`src/rtl/apb_reg_slave_if.sv`:
```
// APB bus bundle for apb_reg_slave: the master drives the request, the slave returns prdata.
interface apb_reg_slave_if;
  logic [31:0] paddr;
  logic        psel;
  logic        penable;
  logic        pwrite;
  logic [31:0] pwdata;
  logic [31:0] prdata;

  modport master (output paddr, psel, penable, pwrite, pwdata, input prdata);
  modport slave  (input paddr, psel, penable, pwrite, pwdata, output prdata);
endinterface

```
`src/rtl/apb_reg_slave.sv`:
```
// APB register slave with 8 RW regs, an RO status word and an RO write counter; reads are captured at the setup edge, and writes commit at the access edge.
// There are no wait states or backpressure. Defining APB_SLV_PROTO_CHECK_EN adds the sticky proto_err output.
module apb_reg_slave #(
  parameter logic [31:0] REG_RST_VAL = 32'h0000_0000
) (
  input  logic            pclk,
  input  logic            presetn,
  apb_reg_slave_if.slave  apb,
  input  logic [31:0]     status_in,
  output logic [255:0]    reg_q,
  output logic [7:0]      wr_strobe
`ifdef APB_SLV_PROTO_CHECK_EN
  ,
  output logic            proto_err
`endif
);

  typedef enum logic [1:0] {IDLE, SETUP, ACCESS} state_e;

  state_e           state_q;
  logic [7:0][31:0] regs_q;
  logic [31:0]      prdata_q;
  logic [31:0]      wr_cnt_q;
  logic [31:0]      wr_cnt_d;
  logic [7:0]       wr_strobe_q;
  logic [3:0]       idx;
  logic             mapped;
  logic             setup_go;
  logic             access_go;
  logic             rw_commit;
  logic             rd_capture;
  logic [31:0]      rd_val;
  logic             unused_paddr_lsb;

  assign idx              = apb.paddr[5:2];
  assign mapped           = (apb.paddr[31:6] == 26'd0);
  assign setup_go         = apb.psel && !apb.penable;
  assign access_go        = apb.psel && apb.penable;
  assign unused_paddr_lsb = ^apb.paddr[1:0];

  // state_q lags the bus by one phase: it reads SETUP while the bus is in its access cycle
  assign rw_commit  = (state_q == SETUP) && access_go && apb.pwrite && mapped && !idx[3];
  assign rd_capture = (state_q != SETUP) && setup_go && !apb.pwrite;
  assign wr_cnt_d   = wr_cnt_q + {31'd0, rw_commit};

  always_comb begin
    rd_val = 32'd0;
    if (mapped) begin
      if (!idx[3])         rd_val = regs_q[idx[2:0]];
      else if (idx == 4'd8) rd_val = status_in;
      else if (idx == 4'd9) rd_val = wr_cnt_q;
    end
  end

  always_ff @(posedge pclk) begin
    if (!presetn) begin
      state_q     <= IDLE;
      regs_q      <= {8{REG_RST_VAL}};
      prdata_q    <= 32'd0;
      wr_cnt_q    <= 32'd0;
      wr_strobe_q <= 8'd0;
    end else begin
      wr_cnt_q    <= wr_cnt_d;
      wr_strobe_q <= 8'd0;
      if (rw_commit) begin
        regs_q[idx[2:0]]      <= apb.pwdata;
        wr_strobe_q[idx[2:0]] <= 1'b1;
      end
      if (rd_capture) prdata_q <= rd_val;
      case (state_q)
        IDLE:    state_q <= setup_go  ? SETUP  : IDLE;
        SETUP:   state_q <= access_go ? ACCESS : IDLE;
        ACCESS:  state_q <= setup_go  ? SETUP  : IDLE;
        default: state_q <= IDLE;
      endcase
    end
  end

  assign apb.prdata = prdata_q;
  assign reg_q      = regs_q;
  assign wr_strobe  = wr_strobe_q;

`ifdef APB_SLV_PROTO_CHECK_EN
  logic [31:0] setup_addr_q;
  logic [31:0] setup_wdata_q;
  logic        setup_write_q;
  logic        proto_err_q;
  logic        req_changed;

  assign req_changed = (apb.paddr != setup_addr_q) || (apb.pwrite != setup_write_q) ||
                       (apb.pwdata != setup_wdata_q);

  always_ff @(posedge pclk) begin
    if (!presetn) begin
      setup_addr_q  <= 32'd0;
      setup_wdata_q <= 32'd0;
      setup_write_q <= 1'b0;
      proto_err_q   <= 1'b0;
    end else begin
      if ((state_q != SETUP) && setup_go) begin
        setup_addr_q  <= apb.paddr;
        setup_wdata_q <= apb.pwdata;
        setup_write_q <= apb.pwrite;
      end
      if (((state_q != SETUP) && apb.penable) || ((state_q == SETUP) && access_go && req_changed))
        proto_err_q <= 1'b1;
    end
  end

  assign proto_err = proto_err_q;
`endif

endmodule

```
`src/flat_wrapper.sv`:
```
// flat-port wrapper written by rule: the top's interface ports become plain ports
module apb_reg_slave_flat 
#(
  parameter logic [31:0] REG_RST_VAL = 32'h0000_0000
)
  (pclk, presetn, status_in, reg_q, wr_strobe, apb_paddr, apb_psel, apb_penable, apb_pwrite, apb_pwdata, apb_prdata);
  apb_reg_slave_if apb_i ();
  input  logic pclk;
  input  logic presetn;
  input  logic [31:0] status_in;
  output logic [255:0] reg_q;
  output logic [7:0] wr_strobe;
  input wire logic [$bits(apb_i.paddr)-1:0] apb_paddr;
  input wire logic [$bits(apb_i.psel)-1:0] apb_psel;
  input wire logic [$bits(apb_i.penable)-1:0] apb_penable;
  input wire logic [$bits(apb_i.pwrite)-1:0] apb_pwrite;
  input wire logic [$bits(apb_i.pwdata)-1:0] apb_pwdata;
  output wire logic [$bits(apb_i.prdata)-1:0] apb_prdata;
  assign apb_i.paddr = apb_paddr;
  assign apb_i.psel = apb_psel;
  assign apb_i.penable = apb_penable;
  assign apb_i.pwrite = apb_pwrite;
  assign apb_i.pwdata = apb_pwdata;
  assign apb_prdata = apb_i.prdata;
  apb_reg_slave #(.REG_RST_VAL(REG_RST_VAL)) u_core (.pclk(pclk), .presetn(presetn), .apb(apb_i), .status_in(status_in), .reg_q(reg_q), .wr_strobe(wr_strobe));
endmodule
```
`config.mk`:
```
export PLATFORM = sky130hd
export DESIGN_NAME = apb_reg_slave_flat
export DESIGN_NICKNAME = d
export VERILOG_FILES = /design/src/rtl/apb_reg_slave_if.sv /design/src/rtl/apb_reg_slave.sv /design/src/flat_wrapper.sv
export SDC_FILE = /design/constraint.sdc
export NUM_CORES = 1
export LEC_CHECK = 0
export ABC_AREA = 0
export BUFFER_PORTS_ARGS = -buffer_cell sky130_fd_sc_hd__buf_4
export CORE_AREA = 2 2 206 208
export CTS_BUF_LIST = sky130_fd_sc_hd__clkbuf_8
export DETAILED_ROUTE_END_ITERATION = 8
export DIE_AREA = 0 0 208 210
export GPL_TIMING_DRIVEN = 0
export SLEW_MARGIN = 20
export SYNTH_ARGS = -nofsm -noshare
export SYNTH_HDL_FRONTEND = slang
export SYNTH_SLANG_ARGS = --single-unit
```
`constraint.sdc`:
```
create_clock -name pclk -period 2.9 [get_ports pclk]
set_clock_uncertainty 0.05 [all_clocks]
set_input_delay 0.29 -clock pclk [delete_from_list [all_inputs] [get_ports pclk]]
set_output_delay 0.29 -clock pclk [all_outputs]
set_load 0.1 [all_outputs]
```
==> results.rst <==
.. list-table::
   :header-rows: 1

   * - Metric
     - Value
   * - Outcome
     - completed
   * - Fraction of registers with async set or reset after synthesis
     - 0%
   * - Number of synthesized flops with an enable pin
     - 0
   * - Primary flip-flop cell chosen by synthesis mapping
     - dfxtp_1
   * - Worst-path clk slew
     - 0.06 ns
   * - Synth Instances
     - 1401
   * - Number of iterations in the first detailed-routing pass
     - 5
   * - Via Count
     - 13005
   * - Dominant combinational cell family by area after synthesis
     - multiplexers
   * - Slew @ Worst Pin
     - 0.9776 ns
   * - Combined flip-flop and latch cell area
     - 6606 um2
   * - Worst R2R Path Depth
     - 10
   * - H-tree depth
     - 2
   * - Fin Hold WS
     - 0.03001 ns
   * - Fraction of the yosys area taken by sequential cells
     - 44.92%
   * - Width of the chip
     - 208 um
   * - Synthesized-area fraction occupied by adder cells
     - 0.1701%
   * - Global-route total usage across every layer
     - 26.20%
   * - Std-Cell Core Area
     - 41480 um2
   * - Avg Inst Size Synth
     - 10.50 um2
   * - Max-slew violation count
     - 0
   * - Number of buffers between clock root and the deepest sink
     - 3
   * - Number of nets with antenna violations after detailed routing
     - 0
   * - Setup TNS
     - 0 ns
   * - # fillers
     - 3963
   * - Global Route met3 Usage
     - 6.570%
   * - Clk sinks
     - 330
   * - Critical Path AT
     - 3.36 ns
   * - Cell leakage power
     - 0.009563 uW
   * - Cell Area, Synth
     - 14710 um2
   * - Clk Tree Root Cell
     - clkbuf_8
   * - Worst setup margin
     - 0.08558 ns
   * - Post-place setup slack
     - -0.7583 ns
   * - Num rows
     - 75
   * - Most common cell after layout, fill and taps aside
     - buf_4
   * - Clock latency reported for the late side of the worst-skew pair
     - 0.67 ns
   * - Clock tree from TritonCTS
     - yes
   * - Xor and xnor fraction of the mapped netlist area
     - 0.7146%
   * - Max IR drop VDD
     - 0.4119 mV
   * - Final hold violation count
     - 0
   * - Kind of capture point of the worst setup path
     - register
   * - Number of flip-flops and latches in the synthesized netlist
     - 330
   * - Worst Hold Depth
     - 3
   * - Post-synthesis cell type count
     - 44
   * - Post-detail-place hpwl
     - 44.40 mm
   * - Simple-gate share of the synthesized area
     - 14.34%
   * - Global-route track usage on met1
     - 33.62%
   * - Met2 routing resource usage after global routing
     - 43.35%
   * - Effective utilization at floorplan
     - 35.46%
   * - IO Pins
     - 397
   * - Power per unit of standard cell area
     - 489.0 nW/um2
   * - Ratio of cells with drive above 1 in the final layout
     - 32.45%
   * - Multiplexer fraction of the synthesized cell area
     - 29.60%
   * - DRC violation count after routing
     - 0
   * - Most frequent cells in the layout
     - buf_4 (399), dfxtp_1 (330), nand2_1 (300), mux2i_1 (291), clkbuf_8 (83)
   * - Area Overhead vs Synth
     - 35.10%
   * - CTS Buf Count
     - 59
   * - First-pass GRT wire length
     - 85.55 mm
   * - Critical Path RT
     - 3.44 ns
   * - Routability-driven placement congestion ratio
     - 0.9234
   * - DIE HEIGHT
     - 210 um
   * - Multi-input gate area in the final layout
     - 7649 um2
   * - Setup-failing EPs final
     - 0
   * - Overflow after GRT
     - 0
   * - Ratio of final minimum period to clock period
     - 97.05%
   * - Count of nets after finishing
     - 1973
   * - Initial antenna violation count
     - 1
   * - Compound-Gate Fraction of Synth Area
     - 6.380%
   * - Syn_nets
     - 1504
   * - First DRT Iteration DRCs
     - 739
   * - Unrepaired setup endpoints after global routing
     - no
   * - WL/cell
     - 24.00 um
   * - Synthesis warning total
     - 0
   * - Vias in the first global route
     - 13046
   * - Total wire length
     - 58.88 mm
   * - CP max FO
     - 9
   * - Class of the tightest hold or removal check
     - in2reg
   * - Relative slew margins
     - 34.47%
   * - Largest net degree at the start of global routing
     - 16
   * - Routed via count divided by cell count
     - 5.302
   * - Fmax
     - 355.3 MHz
   * - Number of buffers inserted by port buffering
     - 393
   * - Final antenna diode count
     - 0
   * - Count of max-cap constraint violations
     - 0
   * - Highest-utilization routing layer at the global route stage
     - met2
   * - Startpoint type of the worst setup path
     - primary input
   * - Final total power
     - 9717 uW
   * - Time the worst path needs with I/O delays and setup
     - 2.814 ns
   * - Total die area
     - 43680 um2
   * - Critical path class
     - in2reg
[per-stage QoR]
stage,utilization (%),area [um2],std cells
after floorplan,-,14840,1401
after global placement,44.51,18460,2333
after detailed placement,44.51,18460,2333
after CTS,47.83,19840,2451
after global routing,47.91,19870,2453
final,47.91,19870,2453
[power by group]
group / total (uW) / internal, uW / switching, uW / leakage (uW)
Clock: 4560 / 2560 / 2000 / 0.000702
Combinational: 625 / 213 / 412 / 0.00620
Sequential: 4540 / 4540 / 0.456 / 0.00266
Total: 9720 / 7310 / 2410 / 0.00956
[critical path, stage by stage]
cell,delay (ns)
buf_4,0.12
nor4_4,0.28
and4_1,0.35
clkbuf_8,0.20
nand2_2,0.06
nor4b_4,0.30
ha_2,0.27
ha_4,0.18
nand3_4,0.11
or3_1,0.39
clkbuf_8,0.17
or4_4,0.49
a21oi_2,0.13
[state kept, by name, summed over array words and instances (netlist names)]
| register | flops |
|---|---|
| u_core.wr_strobe | 8 |
| u_core.reg_q | 256 |
| u_core.wr_cnt_q | 32 |
| u_core.state_q | 2 |
| u_core.apb.prdata | 32 |
[final timing paths]
kind                            slack (ns)                  end               from
worst max-delay path                  0.09  u_core.wr_cnt_q[18]       apb_paddr[8]
worst min-delay path                  0.03    u_core.reg_q[201]      apb_pwdata[9]
worst max register to register        0.10  u_core.wr_cnt_q[18]  u_core.state_q[1]
worst min register to register        0.39    u_core.state_q[0]  u_core.state_q[0]
[kinds of logic (layout without fill, tap and decap cells)]
| logic type | after synthesis | count (layout) |
|---|---|---|
| buf+inv | 118 | 631 |
| mux | 355 | 355 |
| simple gates | 458 | 458 |
| xor+xnor | 12 | 12 |
| compound gates | 126 | 126 |
| flops | 330 | 330 |
| fa+ha+maj | 2 | 2 |
[synthesized netlist by cell type, drive strengths merged, types with 4 or more instances]
library cell  number  area (um2)
nor3               5       35.03
nor2b             37       231.5
and4               5       46.30
clkbuf            67       271.5
o31ai              8       60.06
xor2               4       35.03
or3                9       57.56
dfxtp            330        6606
and2               8       50.05
nor2              17       63.81
nand3             22       120.1
xnor2              8       70.07
inv                6       22.52
nand4              7       50.05
nand2b             7       43.79
nor4              21       131.4
nand2            301        1130
mux4              64        1441
a21oi             14       70.07
buf               45       275.3
o21ai             38       190.2
a211o             32       280.3
or4               11       90.08
a32o              32       320.3
mux2i            291        2913
[area by class of cell]
| class | count | share of cell area (%) |
|---|---|---|
| inverter | 6 | 0.1133 |
| clock inverter | 27 | 0.8501 |
| clock buffer | 78 | 5.403 |
| timing repair buffer | 408 | 15.55 |
| multi-input combinational | 953 | 38.49 |
| tap | 539 | 3.394 |
| sequential | 330 | 33.25 |
| buffer | 112 | 2.947 |
[layer usage]
layer | part of all wire (%) | vias to the layer above
met5 | 0.022 | -
met4 | 3.1 | 2
met3 | 7.2 | 99
met2 | 47 | 487
met1 | 42 | 6429
li1 | - | 5988
[what timing repair did]
item                       in CTS  in global routing
setup buffers                   2                  2
setup endpoints to repair      11                  9
pin swaps                       1                  1
resized for setup               2                  8
hold endpoints to repair       33                  0
hold buffers                   11                  0
(Power assumes the default switching activity.)
